File: src/rtl/acc_datapath_seq.sv
// Parametrised accumulator datapath (IR, PC, AC, adder) with its own fetch/execute sequencer and req/ack memory port.
// Optional: define ACC_DATAPATH_COND_JMP_EN to turn opcode 11 into JZ (branch only when AC==0).
module acc_datapath_seq #(
    parameter int                 DATA_W   = 8,
    parameter int                 ADR_W    = 6,
    parameter logic [ADR_W-1:0]   RESET_PC = '0
) (
    input  logic              clk,
    input  logic              rst,
    input  logic              run,
    output logic              mem_req,
    output logic              mem_we,
    input  logic              mem_ack,
    output logic [ADR_W-1:0]  adr_bus,
    input  logic [DATA_W-1:0] data_bus_in,
    output logic [DATA_W-1:0] data_bus_out,
    output logic [1:0]        op_code,
    output logic [ADR_W-1:0]  pc_out,
    output logic [DATA_W-1:0] ac_out,
    output logic              carry,
    output logic              zero,
    output logic [1:0]        state_o
);

    typedef enum logic [1:0] {
        ST_IDLE  = 2'd0,
        ST_FETCH = 2'd1,
        ST_EXEC  = 2'd2
    } state_t;

    localparam logic [1:0] OP_LDA = 2'b00;
    localparam logic [1:0] OP_ADD = 2'b01;
    localparam logic [1:0] OP_STA = 2'b10;

    state_t            state_reg, state_next;
    logic [ADR_W-1:0]  pc_reg, pc_next;
    logic [1:0]        op_reg, op_next;
    logic [ADR_W-1:0]  operand_reg, operand_next;
    logic [DATA_W-1:0] ac_reg, ac_next;
    logic              carry_reg, carry_next;
    logic              done;

    // Only the opcode and operand fields of IR are kept; the bits between them never affect behaviour.
    always_ff @(posedge clk or negedge rst) begin
        if (!rst) begin
            state_reg   <= ST_IDLE;
            pc_reg      <= RESET_PC;
            op_reg      <= '0;
            operand_reg <= '0;
            ac_reg      <= '0;
            carry_reg   <= 1'b0;
        end else begin
            state_reg   <= state_next;
            pc_reg      <= pc_next;
            op_reg      <= op_next;
            operand_reg <= operand_next;
            ac_reg      <= ac_next;
            carry_reg   <= carry_next;
        end
    end

    always_comb begin
        state_next   = state_reg;
        pc_next      = pc_reg;
        op_next      = op_reg;
        operand_next = operand_reg;
        ac_next      = ac_reg;
        carry_next   = carry_reg;
        mem_req      = 1'b0;
        mem_we       = 1'b0;
        adr_bus      = pc_reg;
        done         = 1'b0;

        case (state_reg)
            ST_IDLE: begin
                if (run) state_next = ST_FETCH;
            end
            ST_FETCH: begin
                mem_req = 1'b1;
                if (mem_ack) begin
                    op_next      = data_bus_in[DATA_W-1 -: 2];
                    operand_next = data_bus_in[ADR_W-1:0];
                    pc_next      = pc_reg + ADR_W'(1);
                    state_next   = ST_EXEC;
                end
            end
            ST_EXEC: begin
                adr_bus = operand_reg;
                case (op_reg)
                    OP_LDA: begin
                        mem_req = 1'b1;
                        if (mem_ack) begin
                            ac_next = data_bus_in;
                            done    = 1'b1;
                        end
                    end
                    OP_ADD: begin
                        mem_req = 1'b1;
                        if (mem_ack) begin
                            {carry_next, ac_next} = {1'b0, ac_reg} + {1'b0, data_bus_in};
                            done = 1'b1;
                        end
                    end
                    OP_STA: begin
                        mem_req = 1'b1;
                        mem_we  = 1'b1;
                        if (mem_ack) done = 1'b1;
                    end
                    default: begin
`ifdef ACC_DATAPATH_COND_JMP_EN
                        if (ac_reg == '0) pc_next = operand_reg;
`else
                        pc_next = operand_reg;
`endif
                        done = 1'b1;
                    end
                endcase
                // run is sampled only at instruction end, so a dropped run lets the current one finish.
                if (done) state_next = run ? ST_FETCH : ST_IDLE;
            end
            default: state_next = ST_IDLE;
        endcase
    end

    assign data_bus_out = ac_reg;
    assign op_code      = op_reg;
    assign pc_out       = pc_reg;
    assign ac_out       = ac_reg;
    assign carry        = carry_reg;
    assign zero         = (ac_reg == '0);
    assign state_o      = state_reg;

endmodule

File: config.mk
export PLATFORM = sky130hd
export DESIGN_NAME = acc_datapath_seq
export DESIGN_NICKNAME = d
export VERILOG_FILES = /design/src/rtl/acc_datapath_seq.sv
export SDC_FILE = /design/constraint.sdc
export NUM_CORES = 1
export LEC_CHECK = 0
export BUFFER_PORTS_ARGS = -buffer_cell sky130_fd_sc_hd__buf_2
export CORE_ASPECT_RATIO = 0.7
export CORE_MARGIN = 2
export CORE_UTILIZATION = 30
export DETAILED_ROUTE_END_ITERATION = 7
export MAX_ROUTING_LAYER = met4
export PLACE_DENSITY_LB_ADDON = 0.05
export SETUP_SLACK_MARGIN = 0.05
export SLEW_MARGIN = 40
export SYNTH_ARGS = -nofsm -noshare
export SYNTH_HDL_FRONTEND = slang
export SYNTH_SLANG_ARGS = --single-unit
File: constraint.sdc
create_clock -name clk -period 2.4 [get_ports clk]
set_clock_uncertainty 0.2 [all_clocks]
set_input_delay 0.24 -clock clk [delete_from_list [all_inputs] [get_ports clk]]
set_output_delay 0.24 -clock clk [all_outputs]
set_load 0.01 [all_outputs]
## After elaboration in Yosys (flattened, before gate mapping)

Index checks and enable logic that the tools add are counted.

- Register bits after elaboration: 25
- Latch bits: 0
- Bits in writable memories: 0
- Memory bits (read-only): 0
- Logic and storage cells: 48
- Memories kept: 0

- Add/sub/neg operators: 2
- Multiply operators: 0
- Divide/modulo/power cells: 0
- $lt $le $gt $ge: 0
- Equality and inequality tests: 10
- Shift-type cells: 0
- Muxes and demuxes: 19
- Bitwise gates (word level): 0
- Reductions and logical operators: 11

Operator list:

| operator | count |
|---|---|
| $mux W6 | 3 |
| $mux W8 | 2 |
| $pmux W8 S2 | 1 |
| $ne A2 B2 Y1 const B | 6 |
| $pmux W6 S2 | 1 |
| $add A8 B8 Y9 | 1 |
| $reduce_and A3 Y1 | 3 |
| $logic_not A8 Y1 | 1 |
| $mux W1 | 7 |
| $add A6 B1 Y6 const B | 1 |
| $mux W2 | 3 |
| $pmux W2 S3 | 1 |
| $eq A2 B1 Y1 const B | 2 |
| $eq A2 B2 Y1 const B | 2 |
| $logic_not A2 Y1 | 2 |
| $reduce_and A4 Y1 | 1 |
| $reduce_bool A2 Y1 | 2 |
| $reduce_or A3 Y1 | 1 |
| $pmux W1 S2 | 1 |
| $reduce_and A2 Y1 | 1 |

## Longest topological paths before layout

Gate-level depths: netlist (run 1).

- Depth after elaboration: 6
- Depth in mapped cells: 9
- Mapped depth without buffers: 8

## Least setup slack after synthesis (run 1)

OpenSTA, ideal clock, no wires.

- Path type: register -> register
- Start: reg ac_reg[0] (netlist: ac_out[0])
- End: reg ac_reg[6] (netlist: ac_out[6])
- Library setup time: 64 ps
- Arrival time: 1851 ps
- Data required time: 2136 ps
- Path slack: 285 ps
- Stages on the path, launching flop included: 9
- Buffers on the path: 0
- Cells stage by stage: dfrtp_1 ha_1 inv_1 fa_1 nor2b_2 o31ai_2 or3_1 a31oi_1 a21o_1

- Longest elaborated chain between the ends: 3

Ends and longest elaborated chain:

| item | RTL line | text |
|---|---|---|
| start: declaration | 39 | `logic [DATA_W-1:0] ac_reg, ac_next;` |
| start signal: assignment | 57 | `ac_reg <= ac_next;` |
| $add A8 B8 Y9 | 100 | `{carry_next, ac_next} = {1'b0, ac_reg} + {1'b0, data_bus_in};` |
| $mux W8 | 99 | `if (mem_ack) begin` |
| $pmux W8 S2 | 89 | `case (op_reg)` |

Every way passes these cells. The select of a mux whose other input is x is not followed.
A chain may end at the register's enable or synchronous reset.

## Final worst setup path (run 1)

Same ends and word-level chain as after synthesis.

==> impl_summary.log, run 1 <==
INFO  metric status = completed
INFO  metric first_global_vias = ~1400
INFO  metric dpl.hpwl = 3510 um
INFO  metric worst-setup-path-type = flip-flop to flip-flop
INFO  metric gp_congestion = slightly above 0.8
INFO  metric grt_setup_unrepaired = false
INFO  metric critPathMaxFanout = 5
INFO  metric grt_first_pass_wirelength = about 7500 um
INFO  metric leakage = between 1 and 1.5 nW
INFO  metric syn_area = 1740 um2
INFO  metric total_wirelength = roughly 4600 um
INFO  metric floorplan.initialDensity = around 31%
INFO  metric post_route_ant_nets = 0
INFO  metric drt-initial-drc-count = between 90 and 100
INFO  metric layout.filler_cells = roughly 630
INFO  metric yosysSeqAreaShare = around 36%
INFO  metric synth_seq_cells = 25
INFO  metric setup_viol = 0
INFO  metric vias = ~1500
INFO  metric netlist_instances = 193
INFO  metric hold_viol_final = 0
INFO  metric cts_made_buffers = 3
INFO  metric endpoint_type_of_the_worst_setup_path = flip-flop
INFO  metric fin_util = between 30% and 40%
INFO  metric crit-reg2reg-launch = ac_out[0]$_DFFE_PN0P_
INFO  metric post_synthesis_area_per_instance = roughly 9 um2
INFO  metric reg2regPathDepth = 8
INFO  metric critical_path.max_stage_delay = roughly 0.41 ns
INFO  metric die_y = between 60 and 70 um
INFO  metric drt_first_pass_iters = 4
INFO  metric worst_hold_path.num_cells = 2
INFO  metric async_flop_share = 100%
INFO  metric worst_ir_drop_vdd = 0.397 mV
INFO  metric clk_transition_reported_paths = 0.10 ns
INFO  metric critPathRequiredTime = around 2.4 ns
INFO  metric fin_crit = between 2 and 2.5 ns
INFO  metric multiInputGateArea = a little under 1000 um2
INFO  metric largest_register_ffs = 8
INFO  metric fraction_of_layout_instances_using_a_drive_strength_above_1 = 28.5%
INFO  metric gr-usage-all-layers = about 16%
INFO  metric most_common_cell_in_the_synthesized_netlist = sky130_fd_sc_hd__dfrtp_1
INFO  metric reg_to_reg_setup_timing_slack = 0.18 ns
INFO  metric areal_power_density_over_the_cells = about 1300 nW/um2
INFO  metric synth_top_cell_area_share = between 30% and 40%
INFO  metric regArea = roughly 630 um2
INFO  metric drt-wirelength-per-cell = approximately 15 um
INFO  metric antenna_cells = 0
INFO  metric floorplan.die_area = roughly 6400 um2
INFO  metric worst-endpoint-arrival = 2.25 ns
INFO  metric route.detailed.vias_per_inst = slightly below 5
INFO  metric drc = 0
INFO  metric row_count = 23
INFO  metric relSlewSlack = 60.1%
INFO  metric maxcap_viol_count = 0
INFO  metric cpMaxStageDelayCell = sky130_fd_sc_hd__dfrtp_1
INFO  metric grt_max_degree = 26
INFO  metric setup_tns = 0 ns
INFO  metric worst_skew_pair.late_latency = approximately 0.28 ns
INFO  metric netlist.top_cell.by_area = sky130_fd_sc_hd__dfrtp_1
INFO  metric die_width = about 95 um
INFO  metric cts_tree = yes
INFO  metric synth_commonest_cells = sky130_fd_sc_hd__dfrtp_1, sky130_fd_sc_hd__nand2_1, sky130_fd_sc_hd__ha_1
INFO  metric tightest_slew = 0.598 ns
INFO  metric globalRouteOverflowTotal = 0
INFO  metric r2r_end = ac_out[6]$_DFFE_PN0P_
INFO  metric cts_htree_levels = 1
INFO  metric core-area = 5640 um2
INFO  metric ys_dominant_reg_cell = sky130_fd_sc_hd__dfrtp_1
INFO  metric max-clock-path-buffers = 2
INFO  metric netlist-cell-type-count = 40
INFO  metric hold_path_class = input port to flip-flop
INFO  metric synth.top_cells.by_area = sky130_fd_sc_hd__dfrtp_1, sky130_fd_sc_hd__ha_1, sky130_fd_sc_hd__mux2_2, sky130_fd_sc_hd__nand2_1, sky130_fd_sc_hd__a21oi_1
INFO  metric path_cells = ha_1, inv_1, fa_1, nor2b_2, o31ai_2, or3_1, a31oi_1, a21o_1
INFO  metric min_from = data_bus_in[5]
INFO  metric finalNetCount = ~260
INFO  metric cts_sinks = 25
INFO  metric buffer_cell_driving_the_clock_tree_root = sky130_fd_sc_hd__clkbuf_8
INFO  metric whs_endpoint = operand_reg[5]$_DFFE_PN0P_
INFO  metric flow.area_growth_from_synthesis = 18.7%
INFO  metric io_buffer_count = between 40 and 50
INFO  metric synth_warnings = 0
INFO  metric startpoint_type = flip-flop
INFO  metric finalHoldWorstSlack = 0.0293 ns
INFO  metric antenna_found_initial = 0
INFO  metric design.portCount = 48
INFO  metric synth_fp_nets = 220
INFO  metric final-max-slew-violation-count = 0
INFO  metric post_route_clock_period_utilization = 92.5%
INFO  metric fmax = between 0.4 and 0.5 GHz
INFO  metric count_of_flip_flops_with_a_built_in_enable_after_synthesis = 0
per-stage QoR:
| step | setup slack [ns] | instance area [um2] | power (mW) | std cells |
|---|---|---|---|---|
| final | 0.180 | 2060 | 2.68 | 310 |
| after global routing | 0.0754 | 2060 | 2.95 | 310 |
| after CTS | 0.168 | 2060 | 2.71 | 310 |
| after detailed placement | 0.213 | 2000 | 2.43 | 305 |
| after global placement | 0.238 | 2000 | 2.44 | 305 |
| after floorplan | 0.285 | 1740 | 1.93 | 193 |
how the worst max path moves through the flow:
stage | from | to | slack [ns] | cells past startpoint
after detailed placement | ac_out[0]$_DFFE_PN0P_ | ac_out[6]$_DFFE_PN0P_ | 0.21 | 8
after global placement | ac_out[0]$_DFFE_PN0P_ | ac_out[6]$_DFFE_PN0P_ | 0.24 | 8
after floorplan | ac_out[0]$_DFFE_PN0P_ | ac_out[6]$_DFFE_PN0P_ | 0.29 | 8
after global routing | ac_out[0]$_DFFE_PN0P_ | ac_out[6]$_DFFE_PN0P_ | 0.08 | 8
after CTS | state_o[0]$_DFFE_PN0P_ | adr_bus[5] | 0.17 | 5
final | ac_out[0]$_DFFE_PN0P_ | ac_out[6]$_DFFE_PN0P_ | 0.18 | 8
report_power, final:
part / internal [mW] / switching (mW)
Sequential: 0.613 / 0.226
Combinational: 0.694 / 0.884
Clock: 0.116 / 0.146
kinds of logic after synthesis:
group                    share of synthesized area, %
AO/OA/AOI/OAI                                    17.4
XOR/XNOR                                        0.505
adder cells (fa/ha/maj)                          11.2
buffers and inverters                            7.57
flip-flops                                       36.0
multiplexers                                     8.80
AND/OR/NAND/NOR                                  18.4
repair_timing:
item                                   CTS  global route
resized for setup                        0             0
hold buffers                             1             0
buffers inserted                         0             0
endpoints found under the hold margin   25             0
cells in the final DEF (no fill, tap or decap), drive strengths merged, types with 2 or more instances in the layout:
cell	count
buf	51
dfrtp	25
nand2	19
o21ai	17
ha	14
a21oi	13
nor2	12
inv	11
mux2	10
nor3	7
nor2b	6
nand3	5
and3	4
a31oi	4
mux2i	4
a21o	3
nand2b	3
clkbuf	3
a211oi	3
or4	2
nand3b	2
critical path, delay by kind of cell (launching register included):
kind / cells / cell delay (ns)
AOI/OAI and AO/OA: 3 / 0.36
buffers and inverters: 1 / 0.07
and+or+nand+nor: 2 / 0.49
DFF: 1 / 0.41
adders and majority gates: 2 / 0.63
layout make-up:
| class | instances | share of cell area (%) |
|---|---|---|
| clock inverters | 1 | 0.243 |
| multi-input cells | 143 | 47.5 |
| well taps | 75 | 4.55 |
| inverters | 11 | 2.00 |
| flip-flops and latches | 25 | 30.4 |
| clock buffers | 3 | 2.00 |
| repair buffers | 52 | 13.4 |
metal layers:
metal / GRT usage (%) / routed length [um] / vias up / part of all wire (%)
met5: - / 0 / - / 0
met4: 2.72 / 17 / 0 / 0.37
met3: 3.13 / 186 / 2 / 4.0
met2: 21.4 / 1790 / 33 / 39
met1: 24.5 / 2630 / 701 / 57
li1: - / - / 760 / -
Power figures use the tool's default switching activity.
==> inputs of run 2 (changes only) <==
CORE_MARGIN = unset   (was 2)
==> impl_summary.log, run 2 (synthesis gave the netlist of run 1 again) <==
INFO  metric largest_register_ffs = 8 (unchanged)
INFO  metric fmax = 0.450 GHz (about the same)
INFO  metric layout.filler_cells = 598 (was 626)
INFO  metric busiest_layer = met1 (unchanged)
INFO  metric die_y = 65.6 um (was 67.6 um)
INFO  metric max-clock-path-buffers = 2 (unchanged)
INFO  metric relSlewSlack = 60.3% (was 60.1%)
INFO  metric dp_cells = 303 (was 305)
INFO  metric post_route_ant_nets = 0 (unchanged)
INFO  metric critical-path-top-delay-family = flip-flops (was adder cells)
INFO  metric floorplan.initialDensity = 32.2% (was 30.8%)
INFO  metric antenna_cells = 0 (unchanged)
INFO  metric fin_area = 2070 um2 (was 2060 um2)
INFO  metric final_common_cell = sky130_fd_sc_hd__buf_2 (unchanged)
INFO  metric areal_power_density_over_the_cells = 1290 nW/um2 (was 1300 nW/um2)
INFO  metric cts_tree = yes (unchanged)
INFO  metric worst-setup-path-type = flip-flop to primary output (was flip-flop to flip-flop)
INFO  metric flow.area_growth_from_synthesis = 19.3% (was 18.7%)
INFO  metric gp_congestion = 0.805 (was 0.815)
INFO  metric hold_viol_final = 0 (unchanged)
INFO  metric die_width = 92.9 um (was 94.9 um)
INFO  metric tightest_slew = 0.596 ns (was 0.598 ns)
INFO  metric vias = 1499 (was 1496)
INFO  metric critPathBufInv = 3 (was 1)
INFO  metric gr-usage-all-layers = 15.9% (about the same)
INFO  metric cpMaxStageDelayCell = sky130_fd_sc_hd__dfrtp_1 (unchanged)
INFO  metric globalRouteMet1Util = 24.8% (was 24.5%)
INFO  metric total_wirelength = 4310 um (was 4620 um)
INFO  metric layout.cells.non_filler = 308 (was 310)
INFO  metric post_place_instance_area = 2010 um2 (was 2000 um2)
INFO  metric leakage = 1.03 nW (about the same)
INFO  metric layout.cells.most_common_list = sky130_fd_sc_hd__buf_2, sky130_fd_sc_hd__dfrtp_1, sky130_fd_sc_hd__nand2_1 (unchanged)
INFO  metric sum_of_internal_switching_and_leakage_power = 2.67 mW (was 2.68 mW)
INFO  metric grt_setup_unrepaired = false (unchanged)
INFO  metric drt-initial-drc-count = 86 (was 93)
INFO  metric path_cells = inv_1, ha_1, buf_6, mux2_2, buf_2 (was ha_1, inv_1, fa_1, nor2b_2, o31ai_2, or3_1, a31oi_1, a21o_1)
INFO  metric antenna_found_initial = 0 (unchanged)
INFO  metric grt_first_pass_wirelength = 7210 um (was 7530 um)
INFO  metric post_route_clock_period_utilization = 92.6% (was 92.5%)
INFO  metric core-area = 5400 um2 (was 5640 um2)
INFO  metric startpoint_type = flip-flop (unchanged)
INFO  metric cts_made_buffers = 3 (unchanged)
INFO  metric drt-wirelength-per-cell = 14.0 um (was 14.9 um)
INFO  metric worst_ir_drop_vdd = 0.472 mV (was 0.397 mV)
INFO  metric cts_sinks = 25 (unchanged)
INFO  metric final.setup.worst_slack = 0.178 ns (was 0.180 ns)
INFO  metric drc = 0 (unchanged)
INFO  metric final-max-slew-violation-count = 0 (unchanged)
INFO  metric finalNetCount = 264 (was 263)
INFO  metric pre_cts_ws = 0.212 ns (was 0.213 ns)
INFO  metric worst_skew_pair.late_latency = 0.27 ns (was 0.28 ns)
INFO  metric first_global_vias = 1372 (was 1404)
INFO  metric io_buffer_count = 47 (unchanged)
INFO  metric gr-usage-met3 = 2.89% (was 3.13%)
INFO  metric globalRouteOverflowTotal = 0 (unchanged)
INFO  metric setup_viol = 0 (unchanged)
INFO  metric worst-endpoint-arrival = 1.78 ns (was 2.25 ns)
INFO  metric clk_transition_reported_paths = 0.09 ns (was 0.10 ns)
INFO  metric critical_path.max_stage_delay = 0.46 ns (was 0.41 ns)
INFO  metric design.portCount = 48 (unchanged)
INFO  metric critPathRequiredTime = 1.96 ns (was 2.42 ns)
INFO  metric grt_max_degree = 26 (unchanged)
INFO  metric buffer_cell_driving_the_clock_tree_root = sky130_fd_sc_hd__clkbuf_8 (unchanged)
INFO  metric hold_path_class = input port to flip-flop (unchanged)
INFO  metric setup_tns = 0 ns (unchanged)
INFO  metric globalRouteMet2Util = 21.0% (was 21.4%)
INFO  metric maxcap_viol_count = 0 (unchanged)
INFO  metric row_count = 22 (was 23)
INFO  metric floorplan.die_area = 6100 um2 (was 6420 um2)
INFO  metric cts_setup_buffers = 0 (unchanged)
INFO  metric critPathMaxFanout = 13 (was 5)
INFO  metric status = completed (unchanged)
INFO  metric fin_crit = 2.22 ns (about the same)
INFO  metric endpoint_type_of_the_worst_setup_path = primary output (was flip-flop)
INFO  metric dpl.hpwl = 3330 um (was 3510 um)
INFO  metric cts_htree_levels = 1 (unchanged)
INFO  metric route.detailed.vias_per_inst = 4.87 (was 4.83)
INFO  metric fraction_of_layout_instances_using_a_drive_strength_above_1 = 29.2% (was 28.5%)
INFO  metric drt_first_pass_iters = 4 (unchanged)
==> run 2: cell count changes in the layout (fill, tap and decap cells not counted) <==
cell                    change
sky130_fd_sc_hd__buf_6      +1
sky130_fd_sc_hd__ha_2       +1
sky130_fd_sc_hd__ha_1       -1
==> run 2: path summary, 6_finish.rpt <==
kind,slack (ns),from,cells past startpoint,endpoint
worst max-delay path,0.18,state_o[0]$_DFFE_PN0P_,5,adr_bus[5]
worst min-delay path,0.03,data_bus_in[5],2,operand_reg[5]$_DFFE_PN0P_
worst max register to register,0.21,ac_out[0]$_DFFE_PN0P_,8,ac_out[6]$_DFFE_PN0P_
worst min register to register,0.29,carry$_DFFE_PN0P_,2,carry$_DFFE_PN0P_
max in group asynchronous,1.31,rst,2,ac_out[1]$_DFFE_PN0P_
min in group asynchronous,0.30,rst,2,state_o[0]$_DFFE_PN0P_
==> run 2: metal layers <==
layer	share of wire, %	up-vias
met2	37	45
li1	-	759
met3	5.2	2
met1	57	693
met5	0	-
met4	0.49	0
==> run 2: through the flow <==
stage	utilization [%]	hold slack [ns]
after floorplan	-	-0.256
after global placement	37.2	0.103
after detailed placement	37.2	0.101
after CTS	38.3	0.0199
after global routing	38.4	0.0286
final	38.4	0.0336
==> run 2: power by group <==
group	total (mW)	internal [mW]	switching, mW
clock network	0.257	0.116	0.140
logic	1.59	0.708	0.879
registers	0.823	0.614	0.209
==> run 2: worst reg2reg max path, stage by stage (launching register included) <==
cell	delay, ns
sky130_fd_sc_hd__dfrtp_1	0.41
sky130_fd_sc_hd__ha_2	0.22
sky130_fd_sc_hd__inv_1	0.06
sky130_fd_sc_hd__fa_1	0.39
sky130_fd_sc_hd__nor2b_2	0.18
sky130_fd_sc_hd__o31ai_2	0.09
sky130_fd_sc_hd__or3_1	0.31
sky130_fd_sc_hd__a31oi_1	0.16
sky130_fd_sc_hd__a21o_1	0.10
==> run 2: repair_timing <==
action	in CTS	in global routing
hold buffers	1	0
endpoints found under the setup margin	0	2
endpoints found under the hold margin	25	0
gates resized for setup	0	2
==> run 2: final cells by class <==
cell class / count / area (um2) / share of cell area [%]
multi-input combinational: 143 / 981 / 47.4
clock inverter: 1 / 5.00 / 0.242
tap: 72 / 90.1 / 4.35
timing repair buffer: 53 / 287 / 13.8
inverter: 11 / 41.3 / 1.99
sequential: 25 / 626 / 30.2
clock buffer: 3 / 41.3 / 1.99
